==> src/rtl/openofdm_rx_ctrl_pkg.sv <==
// Shared encodings for the openofdm_rx sequencer/watchdog.
// State and abort-cause codes are visible on the status register, so their values are fixed.
package openofdm_rx_ctrl_pkg;

   typedef enum logic [1:0] {
      ST_IDLE    = 2'd0,
      ST_DEMOD   = 2'd1,
      ST_RESET   = 2'd2,
      ST_HOLDOFF = 2'd3
   } ctrl_state_t;

   typedef enum logic [1:0] {
      CAUSE_NONE    = 2'd0,
      CAUSE_TX      = 2'd1,
      CAUSE_HT      = 2'd2,
      CAUSE_TIMEOUT = 2'd3
   } cause_t;

   function automatic int max2(input int a, input int b);
      return (a > b) ? a : b;
   endfunction

endpackage

==> src/rtl/openofdm_rx_ctrl.sv <==
// Sequencer/watchdog beside openofdm_rx: aborts stalled or unsupported decodes, suppresses
// self-reception during TX and re-arms RX after a programmable hold-off.
module openofdm_rx_ctrl
   import openofdm_rx_ctrl_pkg::*;
#(
   parameter int TIMEOUT_WIDTH = 20,
   parameter int HOLDOFF_WIDTH = 16,
   parameter int RST_PULSE_LEN = 8,
   parameter int CNT_WIDTH     = 16
) (
   input  logic                     i_s00_axi_aclk,
   input  logic                     i_s00_axi_aresetn,
   input  logic                     i_cfg_watchdog_en,
   input  logic [TIMEOUT_WIDTH-1:0] i_cfg_demod_timeout,
   input  logic [HOLDOFF_WIDTH-1:0] i_cfg_tx_holdoff,
   input  logic                     i_tx_is_ongoing,
   input  logic                     i_demod_is_ongoing,
   input  logic                     i_pkt_header_valid_strobe,
   input  logic                     i_byte_out_strobe,
   input  logic                     i_ht_unsupport,
   input  logic                     i_fcs_out_strobe,
   output logic                     o_core_rst,
   output logic                     o_core_enable,
   output logic [1:0]               o_ctrl_state,
   output logic [1:0]               o_last_cause,
   output logic [CNT_WIDTH-1:0]     o_abort_cnt,
   output logic [CNT_WIDTH-1:0]     o_timeout_cnt
);

   localparam int TMR_W = max2(TIMEOUT_WIDTH, HOLDOFF_WIDTH);
   localparam logic [TMR_W-1:0] TMR_MAX  = '1;
   localparam logic [TMR_W-1:0] RST_LAST = TMR_W'(RST_PULSE_LEN - 1);

   ctrl_state_t            r_state;
   logic [TMR_W-1:0]       r_timer;
   logic                   r_core_rst;
   logic                   r_core_enable;
   cause_t                 r_last_cause;
   logic [CNT_WIDTH-1:0]   r_abort_cnt;
   logic [CNT_WIDTH-1:0]   r_timeout_cnt;

   ctrl_state_t            w_next_state;
   logic [TMR_W-1:0]       w_timer_next;
   logic                   w_enter_reset;
   logic                   w_timeout_abort;
   cause_t                 w_cause;
   logic                   w_expired;
   logic                   w_progress;

   // Expiry uses the pre-clear timer, so progress on the expiry clock cannot rescue the decode.
   assign w_expired  = i_cfg_watchdog_en && (i_cfg_demod_timeout != '0) &&
                       (r_timer >= TMR_W'(i_cfg_demod_timeout));
   assign w_progress = i_byte_out_strobe || i_pkt_header_valid_strobe;

   always_comb begin
      w_next_state    = r_state;
      w_timer_next    = r_timer;
      w_enter_reset   = 1'b0;
      w_timeout_abort = 1'b0;
      w_cause         = CAUSE_NONE;
      case (r_state)
         ST_IDLE: begin
            if (i_tx_is_ongoing) begin
               w_enter_reset = 1'b1;
               w_cause       = CAUSE_TX;
            end else if (i_demod_is_ongoing) begin
               w_next_state = ST_DEMOD;
               w_timer_next = '0;
            end
         end
         ST_DEMOD: begin
            if (i_tx_is_ongoing) begin
               w_enter_reset = 1'b1;
               w_cause       = CAUSE_TX;
            end else if (i_fcs_out_strobe || !i_demod_is_ongoing) begin
               w_next_state = ST_IDLE;
               w_timer_next = '0;
            end else if (i_ht_unsupport) begin
               w_enter_reset = 1'b1;
               w_cause       = CAUSE_HT;
            end else if (w_expired) begin
               w_enter_reset   = 1'b1;
               w_timeout_abort = 1'b1;
               w_cause         = CAUSE_TIMEOUT;
            end else if (w_progress) begin
               w_timer_next = '0;
            end else if (r_timer != TMR_MAX) begin
               w_timer_next = r_timer + 1'b1;
            end
         end
         ST_RESET: begin
            if (r_timer >= RST_LAST) begin
               w_next_state = ST_HOLDOFF;
               w_timer_next = '0;
            end else begin
               w_timer_next = r_timer + 1'b1;
            end
         end
         default: begin
            if (i_tx_is_ongoing) begin
               w_timer_next = '0;
            end else if (r_timer >= TMR_W'(i_cfg_tx_holdoff)) begin
               w_next_state = ST_IDLE;
               w_timer_next = '0;
            end else begin
               w_timer_next = r_timer + 1'b1;
            end
         end
      endcase
      if (w_enter_reset) begin
         w_next_state = ST_RESET;
         w_timer_next = '0;
      end
   end

   always_ff @(posedge i_s00_axi_aclk or negedge i_s00_axi_aresetn) begin
      if (!i_s00_axi_aresetn) begin
         r_state       <= ST_IDLE;
         r_timer       <= '0;
         r_core_rst    <= 1'b0;
         r_core_enable <= 1'b1;
         r_last_cause  <= CAUSE_NONE;
         r_abort_cnt   <= '0;
         r_timeout_cnt <= '0;
      end else begin
         r_state       <= w_next_state;
         r_timer       <= w_timer_next;
         r_core_rst    <= (w_next_state == ST_RESET);
         r_core_enable <= (w_next_state == ST_IDLE) || (w_next_state == ST_DEMOD);
         if (w_enter_reset) begin
            r_last_cause <= w_cause;
            if (r_abort_cnt != '1) r_abort_cnt <= r_abort_cnt + 1'b1;
         end
         if (w_timeout_abort && (r_timeout_cnt != '1)) begin
            r_timeout_cnt <= r_timeout_cnt + 1'b1;
         end
      end
   end

   assign o_core_rst    = r_core_rst;
   assign o_core_enable = r_core_enable;
   assign o_ctrl_state  = r_state;
   assign o_last_cause  = r_last_cause;
   assign o_abort_cnt   = r_abort_cnt;
   assign o_timeout_cnt = r_timeout_cnt;

endmodule

==> config.mk <==
export PLATFORM = sky130hd
export DESIGN_NAME = openofdm_rx_ctrl
export DESIGN_NICKNAME = d
export VERILOG_FILES = /design/src/rtl/openofdm_rx_ctrl_pkg.sv /design/src/rtl/openofdm_rx_ctrl.sv
export SDC_FILE = /design/constraint.sdc
export NUM_CORES = 1
export LEC_CHECK = 0
export ABC_CLOCK_PERIOD_IN_PS = 3150
export BUFFER_PORTS_ARGS = -buffer_cell sky130_fd_sc_hd__buf_2
export CORE_ASPECT_RATIO = 1.75
export CORE_MARGIN = 1
export CORE_UTILIZATION = 49
export DETAILED_ROUTE_END_ITERATION = 10
export PLACE_DENSITY_LB_ADDON = 0.3
export SLEW_MARGIN = 20
export SYNTH_ARGS = -nofsm -noshare
export SYNTH_HDL_FRONTEND = slang
export SYNTH_SLANG_ARGS = --single-unit
==> constraint.sdc <==
create_clock -name i_s00_axi_aclk -period 3.15 [get_ports i_s00_axi_aclk]
set_input_delay 0.4725 -clock i_s00_axi_aclk [delete_from_list [all_inputs] [get_ports i_s00_axi_aclk]]
set_output_delay 0.4725 -clock i_s00_axi_aclk [all_outputs]
set_load 0.05 [all_outputs]
## After elaboration in Yosys (flattened, before gate mapping)

Cells that the tools add are included.

- Shifts and indexed selects: 0
- Multiply operators: 0
- Multiplexer cells: 38
- Divide/modulo/power cells: 0
- $lt $le $gt $ge: 3
- Equal/unequal tests: 13
- $add $sub $neg: 3
- Bitwise gates (word level): 0
- Reduce and logical (&&, ||, !) cells: 12

Operators with widths:

| operator | number |
|---|---|
| 2-to-1 mux 20 bit | 12 |
| one-hot mux 20 bit (3 select lines) | 1 |
| adder 16 x 1 -> 16 bit (second input constant) | 2 |
| inequality test 16 bit (second input constant) | 2 |
| 2-to-1 mux 2 bit | 12 |
| adder 20 x 1 -> 20 bit (second input constant) | 1 |
| >= comparator 20 x 16 -> 1 bit | 1 |
| >= comparator 20 bit | 1 |
| >= comparator 20 x 3 -> 1 bit (second input constant) | 1 |
| inequality test 20 bit (second input constant) | 1 |
| nonzero test 20 bit | 1 |
| 2-to-1 mux 1 bit | 10 |
| inequality test 3 bit (second input constant) | 3 |
| inequality test 4 bit (second input constant) | 2 |
| one-hot mux 2 bit (3 select lines) | 1 |
| AND reduction 6 bit | 1 |
| inequality test 5 bit (second input constant) | 1 |
| equality test 2 x 1 -> 1 bit (second input constant) | 2 |
| equality test 2 bit (second input constant) | 2 |
| logical NOT 2 bit | 2 |
| one-hot mux 2 bit (2 select lines) | 1 |
| logical AND 1 bit | 3 |
| logical OR 1 bit | 3 |
| one-hot mux 1 bit (2 select lines) | 1 |
| other kinds (2) | 2 |

- Memory bits (writable): 0
- Memories: 0
- Word-level logic and storage cells: 76
- Flip-flop bits (word level): 58
- Latch bits: 0
- Output and inout bits: 38
- Bits in read-only memories: 0

## Depth between registers and ports, before layout

Gate-level depths: netlist of run 1.

- Depth in word-level cells: 11
- Depth in mapped cells: 12

## Least setup slack after synthesis of run 1

No wires, ideal clock.

- Path type: in2reg
- Start: input i_cfg_demod_timeout[18]
- End: register r_timeout_cnt[15], in the netlist o_timeout_cnt[15]
- Data required time: 3009 ps
- Path buffers: 0
- Data arrival time: 2584 ps
- Stages: 9
- Setup slack: 425 ps
- Path through: inv_1 -> ha_1 -> nand4_1 -> or4_1 -> o211ai_2 -> nand4_1 -> nor4_2 -> nand4_1 -> xnor2_1

- Longest elaborated chain between the ends: 9

RTL lines:

| what | line | text |
|---|---|---|
| from (decl) | openofdm_rx_ctrl.sv:14 | `input logic [TIMEOUT_WIDTH-1:0] i_cfg_demod_timeout,` |
| branches (longest 2 deep; another with >= comparator 20 bit) | - |  |
| logical AND 1 bit * | openofdm_rx_ctrl.sv:51 | `assign w_expired = i_cfg_watchdog_en && (i_cfg_demod_timeout != '0) &&` |
| 2-to-1 mux 1 bit * | openofdm_rx_ctrl.sv:81 | `end else if (w_expired) begin` |
| 2-to-1 mux 1 bit * | openofdm_rx_ctrl.sv:78 | `end else if (i_ht_unsupport) begin` |
| 2-to-1 mux 1 bit * | openofdm_rx_ctrl.sv:75 | `end else if (i_fcs_out_strobe \|\| !i_demod_is_ongoing) begin` |
| 2-to-1 mux 1 bit * | openofdm_rx_ctrl.sv:72 | `if (i_tx_is_ongoing) begin` |
| 2-to-1 mux 1 bit * | openofdm_rx_ctrl.sv:61 | `case (r_state)` |
| logical AND 1 bit * | openofdm_rx_ctrl.sv:134 | `if (w_timeout_abort && (r_timeout_cnt != '1)) begin` |
| to (signal assigned) | openofdm_rx_ctrl.sv:135 | `r_timeout_cnt <= r_timeout_cnt + 1'b1;` |
| to (decl) | openofdm_rx_ctrl.sv:40 | `logic [CNT_WIDTH-1:0] r_timeout_cnt;` |

Every way passes the cells marked *.
A chain may end at the register's enable or synchronous reset.

## Worst setup path in the final report of run 1

- Start: register r_timer[15]
- End: register r_timeout_cnt[15], in the netlist o_timeout_cnt[15]

- Longest elaborated chain between the ends: 8

RTL lines:

| what | line | text |
|---|---|---|
| from (decl) | openofdm_rx_ctrl.sv:35 | `logic [TMR_W-1:0] r_timer;` |
| from (signal assigned) | openofdm_rx_ctrl.sv:127 | `r_timer <= w_timer_next;` |
| >= comparator 20 bit | openofdm_rx_ctrl.sv:52 | `(r_timer >= TMR_W'(i_cfg_demod_timeout));` |
| logical AND 1 bit | openofdm_rx_ctrl.sv:51 |  |
| 2-to-1 mux 1 bit | openofdm_rx_ctrl.sv:81 |  |
| 2-to-1 mux 1 bit | openofdm_rx_ctrl.sv:78 |  |
| 2-to-1 mux 1 bit | openofdm_rx_ctrl.sv:75 |  |
| 2-to-1 mux 1 bit | openofdm_rx_ctrl.sv:72 |  |
| 2-to-1 mux 1 bit | openofdm_rx_ctrl.sv:61 |  |
| logical AND 1 bit | openofdm_rx_ctrl.sv:134 |  |

No other way between the ends.

==> impl_metrics.py, run 1 <==
metrics = {
    "outcome": {
        "status": "finished, final reports clean",
    },
    "yosys": {
        "ys_types": 58,
        "synth_edf_count": 0,
        "synth_fa_ha_area_share_pct": 12.6,
        "ys.flop_type": "dfrtp_1",
        "muxShareOfSynthArea_pct": 1.36,
        "syn_area_um2": 3880,
        "synth-seq-cells": 58,
        "synthTopCellsByCount": "dfrtp_1 (57), inv_1 (40), ha_1 (39), nand2_1 (39), a21oi_1 (30)",
        "syn_inst": 429,
        "synthesis.nets": 513,
        "synth_xor_xnor_area_share_pct": 6.32,
        "yosysMostFrequentCell": "dfrtp_1",
        "yosysSeqAreaShare_pct": 37.5,
        "synth.top_cell.area_share_pct": 36.8,
        "synth_simple_gate_area_share_pct": 23.9,
        "netlist_top_cells_area": "dfrtp_1 (37%), ha_1 (13%), xnor2_1 (5.4%)",
        "avgSynthCellArea_um2": 9.04,
        "synth_compound_area_share_pct": 13.2,
        "synth_top_family_by_area": "simple AND/OR/NAND/NOR gates",
        "synthArstFlopShare_pct": 100,
        "yosysTopAreaCell": "dfrtp_1",
        "synth_warnings": 0,
    },
    "worst_setup_path": {
        "end_kind": "flip-flop",
        "r2r_slack_ns": 0.15,
        "cp_max_fo": 9,
        "worst_ep_required_time_ns": 3.36,
        "reg2regPathDepth": 8,
        "start_kind": "flip-flop",
        "arrival_ns": 3.21,
        "path_class": "reg2reg",
    },
    "clocking": {
        "cts_sinks": 58,
        "cts_root_buffer": "clkbuf_16",
        "cts_made_buffers": 9,
        "cts_tree": "yes",
        "cts-htree-levels": 3,
        "clk_latency_ns": 0.33,
        "cts.clk_slew.worst_paths_ns": 0.05,
        "cts_buffer_depth": 2,
    },
    "route": {
        "post_drt_via_cell_ratio": 5.97,
        "drtPass1Iterations": 4,
        "wirelength_um": 9940,
        "routedWlPerCell_um": 16.1,
        "ant_nets": 0,
        "drc": 0,
        "drtIter0Drc": 147,
        "vias": 3692,
    },
    "final_layout": {
        "regArea_um2": 1450,
        "multiInputGateArea_um2": 2240,
        "antenna_cells": 0,
        "area_growth_pct": 23.5,
        "final_layout_size_suffix_gt1_share_pct": 22.8,
        "nets": 609,
        "fillers": 668,
    },
    "timing": {
        "report.final.slew_viol_count": 0,
        "finalSetupViolCount": 0,
        "fin_skew_ns": 0.00581,
        "fin_tns_setup_ns": 0,
        "hold_viol": 0,
        "layout_min_cycle_time_ns": 3.00,
        "fin_crit_sh_pct": 95.1,
        "max_freq_mhz": 334,
        "worstMarginPinSlew_ns": 0.727,
        "maxSlewHeadroom_pct": 51.5,
    },
    "die": {
        "io_pins": 83,
        "dieArea_um2": 8290,
        "die_h_um": 120,
        "num_rows": 42,
        "dieWidth_um": 69.2,
        "fp.coreArea_um2": 7620,
        "start_util_pct": 50.9,
    },
    "global_route": {
        "grt-ovfl-total": 0,
        "grt_pass1_wl_um": 17000,
        "grt_use_total_pct": 25.9,
        "grt_max_degree": 35,
        "antenna_found_initial": 0,
        "grt_pass1_vias": 3818,
    },
    "power_and_ir_drop": {
        "p_total_mw": 2.43,
        "p_per_area_nw_per_um2": 507,
        "ir_worst_vdd_v": 0.000750,
        "p_leak_nw": 2.49,
    },
    "place": {
        "gp_congestion": 0.874,
        "portBuffers": 82,
        "dpl.hpwl_um": 7680,
    },
    "hold_path": {
        "hold_class": "in2async",
    },
    "job": {
        "drv_cap": 0,
    },
}
[worst max-delay path: stages (launching register included)]
cell and delay [ns]:
dfrtp_1 0.48, ha_1 0.37, nand4_1 0.11, or4_1 0.53
o211ai_2 0.36, nand4_1 0.25, nor4_4 0.47, nand4_1 0.17
xnor2_1 0.14
[final cells by class]
| cell class | count | area share (%) |
|---|---|---|
| timing repair buffer | 93 | 10.3 |
| inverter | 42 | 3.29 |
| clock buffer | 10 | 4.78 |
| sequential | 58 | 30.3 |
| tap | 88 | 2.30 |
| clock inverter | 6 | 2.20 |
| multi-input combinational | 321 | 46.8 |
[where the power goes]
part / switching, mW / internal, mW / total [mW]
clock: 0.324 / 0.767 / 1.09
combinational: 0.317 / 0.176 / 0.492
sequential: 0.0553 / 0.790 / 0.845
[state kept, by name, summed over array words and instances, names as in the netlist]
signal,count
o_timeout_cnt,16
r_timer,20
o_core_enable,1
o_last_cause,2
o_ctrl_state,2
o_abort_cnt,16
o_core_rst,1
[cells by family after synthesis]
logic type	after synthesis
and+or+nand+nor	172
AOI/OAI and AO/OA	77
DFF	58
buffers and inverters	50
adders and majority gates	39
xor gates and xnor gates	28
muxes	5
[path summary, 6_finish.rpt]
kind | start | end
min | i_s00_axi_aresetn | o_timeout_cnt[9]
min reg2reg | o_timeout_cnt[15] | o_timeout_cnt[15]
max in group asynchronous | i_s00_axi_aresetn | o_core_enable
min in group i_s00_axi_aclk | i_tx_is_ongoing | o_core_enable
max reg2reg | r_timer[15] | o_timeout_cnt[15]
max | r_timer[15] | o_timeout_cnt[15]
[metrics by stage]
step / util [%] / setup slack (ns) / hold WS [ns] / cells / area, um^2
finish: 62.8 / 0.153 / 0.202 / 618 / 4790
global route: 62.8 / -0.0315 / 0.269 / 618 / 4790
CTS: 62.5 / 0.0778 / 0.219 / 617 / 4760
detailed placement: 58.1 / 0.0214 / 0.483 / 601 / 4430
global placement: 58.1 / 0.0582 / 0.478 / 601 / 4430
floorplan: - / 0.425 / 0.177 / 429 / 3880
[cells in the final DEF (no fill, tap or decap), types with 6 or more instances in the layout]
cell type  synthesis  routed
a211oi_1           6       6
a21oi_1           30      30
and3_1            14      14
buf_2              2      82
buf_4              1      11
clkbuf_16          0       9
dfrtp_1           57      57
ha_1              39      39
inv_1             40      40
nand2_1           39      39
nand3_1           24      24
nand4_1           17      17
nor2_1            23      23
nor3_1             6       6
nor4_1            10      10
o211ai_1          10      10
o21ai_0            8       8
or3_1              9       9
or4_1              6       6
xnor2_1           24      24
[metal layers]
metal | vias to the layer above | track usage, % | routed length, um
met5 | - | 0 | 0
met4 | 0 | 15.1 | 438
met3 | 32 | 5.37 | 528
met2 | 138 | 44.4 | 5080
met1 | 1775 | 29.3 | 3900
li1 | 1747 | - | -
[repair_timing]
item                       in CTS  in global routing
setup endpoints to repair       0                  7
buffers inserted                0                  1
hold buffers                    0                  0
gates resized for setup         0                  2
(Power assumes the default switching activity.)
==> run 2: changes to the inputs <==
--- a/config.mk
+++ b/config.mk
@@ -5,7 +5,6 @@
 export SDC_FILE = /design/constraint.sdc
 export NUM_CORES = 1
 export LEC_CHECK = 0
-export ABC_CLOCK_PERIOD_IN_PS = 3150
 export BUFFER_PORTS_ARGS = -buffer_cell sky130_fd_sc_hd__buf_2
 export CORE_ASPECT_RATIO = 1.75
 export CORE_MARGIN = 1
==> constraint.sdc (replaced) <==
create_clock -name i_s00_axi_aclk -period 2.9 [get_ports i_s00_axi_aclk]
set_input_delay 0.435 -clock i_s00_axi_aclk [delete_from_list [all_inputs] [get_ports i_s00_axi_aclk]]
set_output_delay 0.435 -clock i_s00_axi_aclk [all_outputs]
set_load 0.05 [all_outputs]
==> run 2 against run 1 <==
Net effect:
- total power rose by 8.1%
- die area stayed put
- highest routed layer unchanged
- setup slack lost 0.056 ns
- largest power group unchanged
- largest cell class unchanged
- utilization up 3.0 points
==> impl_metrics.py, run 2 (synthesis results as in run 1) <==
metrics = {
    "global_route": {
        "grtUsageMet1_pct": 29.7,
        "antenna_found_initial": 0,
        "grt_use_total_pct": 26.8,
        "met3_usage_pct": 4.87,
        "met2_usage_pct": 48.2,
        "grt_max_degree": 33,
        "grt_pass1_vias": 3799,
        "top_usage_layer": "met2",
        "grt-ovfl-total": 0,
        "grt_pass1_wl_um": 17600,
    },
    "worst_setup_path": {
        "start_kind": "flip-flop",
        "worst_ep_required_time_ns": 3.14,
        "r2r_end": "r_timer[9]",
        "crit_start": "r_timer[15]",
        "slowest_delay_ns": 0.49,
        "reg2regPathDepth": 10,
        "path_cells": "buf_4, ha_1, o21a_1, a211o_1, a2111oi_2, o31ai_1, nand2b_2, nand2_4, or4_1, a21oi_1",
        "crit_slowest_cell": "or4_1",
        "end_kind": "flip-flop",
        "cp_max_fo": 16,
        "r2r_slack_ns": 0.1,
        "rr_startpoint": "r_timer[15]",
        "path_class": "reg2reg",
        "arrival_ns": 3.05,
    },
    "die": {
        "io_pins": 83,
        "die_h_um": 120,
        "fp.coreArea_um2": 7620,
        "dieWidth_um": 69.2,
        "dieArea_um2": 8290,
        "start_util_pct": 50.9,
        "num_rows": 42,
    },
    "final_layout": {
        "nets": 631,
        "final_cell_mix": "buf_2 (82), dfrtp_1 (51), inv_1 (40), nand2_1 (39), ha_1 (37)",
        "post-route-util_pct": 65.8,
        "top_register": "r_timer",
        "antenna_cells": 0,
        "design_area_um2": 5020,
        "largest_reg_flops": 20,
        "layout_commonest_cell": "buf_2",
        "final_layout_size_suffix_gt1_share_pct": 28.1,
        "area_growth_pct": 29.4,
    },
    "route": {
        "routedWlPerCell_um": 16.9,
        "ant_nets": 0,
        "wirelength_um": 10800,
        "drc": 0,
        "vias": 3768,
        "post_drt_via_cell_ratio": 5.89,
        "drtIter0Drc": 172,
        "drtPass1Iterations": 4,
    },
    "clocking": {
        "cts-htree-levels": 3,
        "cts_made_buffers": 9,
        "cts_buffer_depth": 2,
        "cts_root_buffer": "clkbuf_16",
        "clk_latency_ns": 0.33,
        "cts_sinks": 58,
        "cts.clk_slew.worst_paths_ns": 0.05,
        "cts_hold_buffers": 0,
        "cts_tree": "yes",
    },
    "timing": {
        "hold_viol": 0,
        "finalSetupViolCount": 0,
        "fin_tns_setup_ns": 0,
        "worstMarginPinSlew_ns": 0.599,
        "max_freq_mhz": 357,
        "report.final.slew_viol_count": 0,
        "final.setup.worst_slack_ns": 0.0973,
        "layout_min_cycle_time_ns": 2.80,
        "fin_crit_sh_pct": 96.6,
        "fin_skew_ns": 0.00701,
        "maxSlewHeadroom_pct": 60.1,
    },
    "power_and_ir_drop": {
        "p_per_area_nw_per_um2": 523,
        "p_total_mw": 2.63,
        "ir_worst_vdd_v": 0.000457,
        "p_leak_nw": 2.58,
    },
    "outcome": {
        "status": "finished, final reports clean",
    },
    "place": {
        "dpl.hpwl_um": 8120,
        "dpl_cell_area_um2": 4550,
        "gp_congestion": 0.947,
        "dp_slack_ns": -0.0778,
        "portBuffers": 82,
    },
    "hold_path": {
        "hold_class": "in2async",
    },
    "job": {
        "drv_cap": 0,
    },
}
## run 2: worst max path at each step
stage               slack, ns                end
global route            -0.06         r_timer[9]
CTS                      0.01        r_timer[11]
global placement        -0.07        r_timer[17]
floorplan                0.21  o_timeout_cnt[15]
finish                    0.1         r_timer[9]
detailed placement      -0.08        r_timer[11]
## run 2: final cells by class
type	count	area [um^2]
repair buffers	115	671
flip-flops and latches	58	1460
clock inverters	1	30.0
inverters	42	158
clock buffers	15	288
fillers	628	2600
well taps	88	110
multi-input cells	321	2300
## run 2: routing by layer
| metal | vias to the layer above | part of all wire, % |
|---|---|---|
| met3 | 38 | 4.8 |
| li1 | 1802 | - |
| met1 | 1794 | 38 |
| met4 | 0 | 4.4 |
| met5 | - | 0 |
| met2 | 134 | 53 |
## run 2: worst max-delay path: cells and delay by family (launching register included)
kind            cells  cell delay, ns
compound gates      5            1.11
simple gates        3            0.72
flops               1            0.41
fa+ha+maj           1            0.30
buf+inv             1            0.18
## run 2: repair_timing
| action | 4_1_cts | 5_1_grt |
|---|---|---|
| gates resized for setup | 1 | 17 |
| endpoints found under the setup margin | 1 | 29 |
| buffers inserted | 0 | 8 |
| pin swaps | 0 | 5 |
| hold endpoints to repair | 0 | 0 |
## run 2: power breakdown
| group | internal [mW] | switching, mW |
|---|---|---|
| registers | 0.858 | 0.0621 |
| clock network | 0.758 | 0.351 |
| logic | 0.226 | 0.370 |
| total | 1.84 | 0.783 |
## run 2: metrics by stage
step	instances	hold WS (ns)
4_1_cts	632	0.126
3_5_place_dp	616	0.461
5_1_grt	640	0.167
6_report	640	0.117
2_1_floorplan	429	0.139
3_3_place_gp	616	0.466
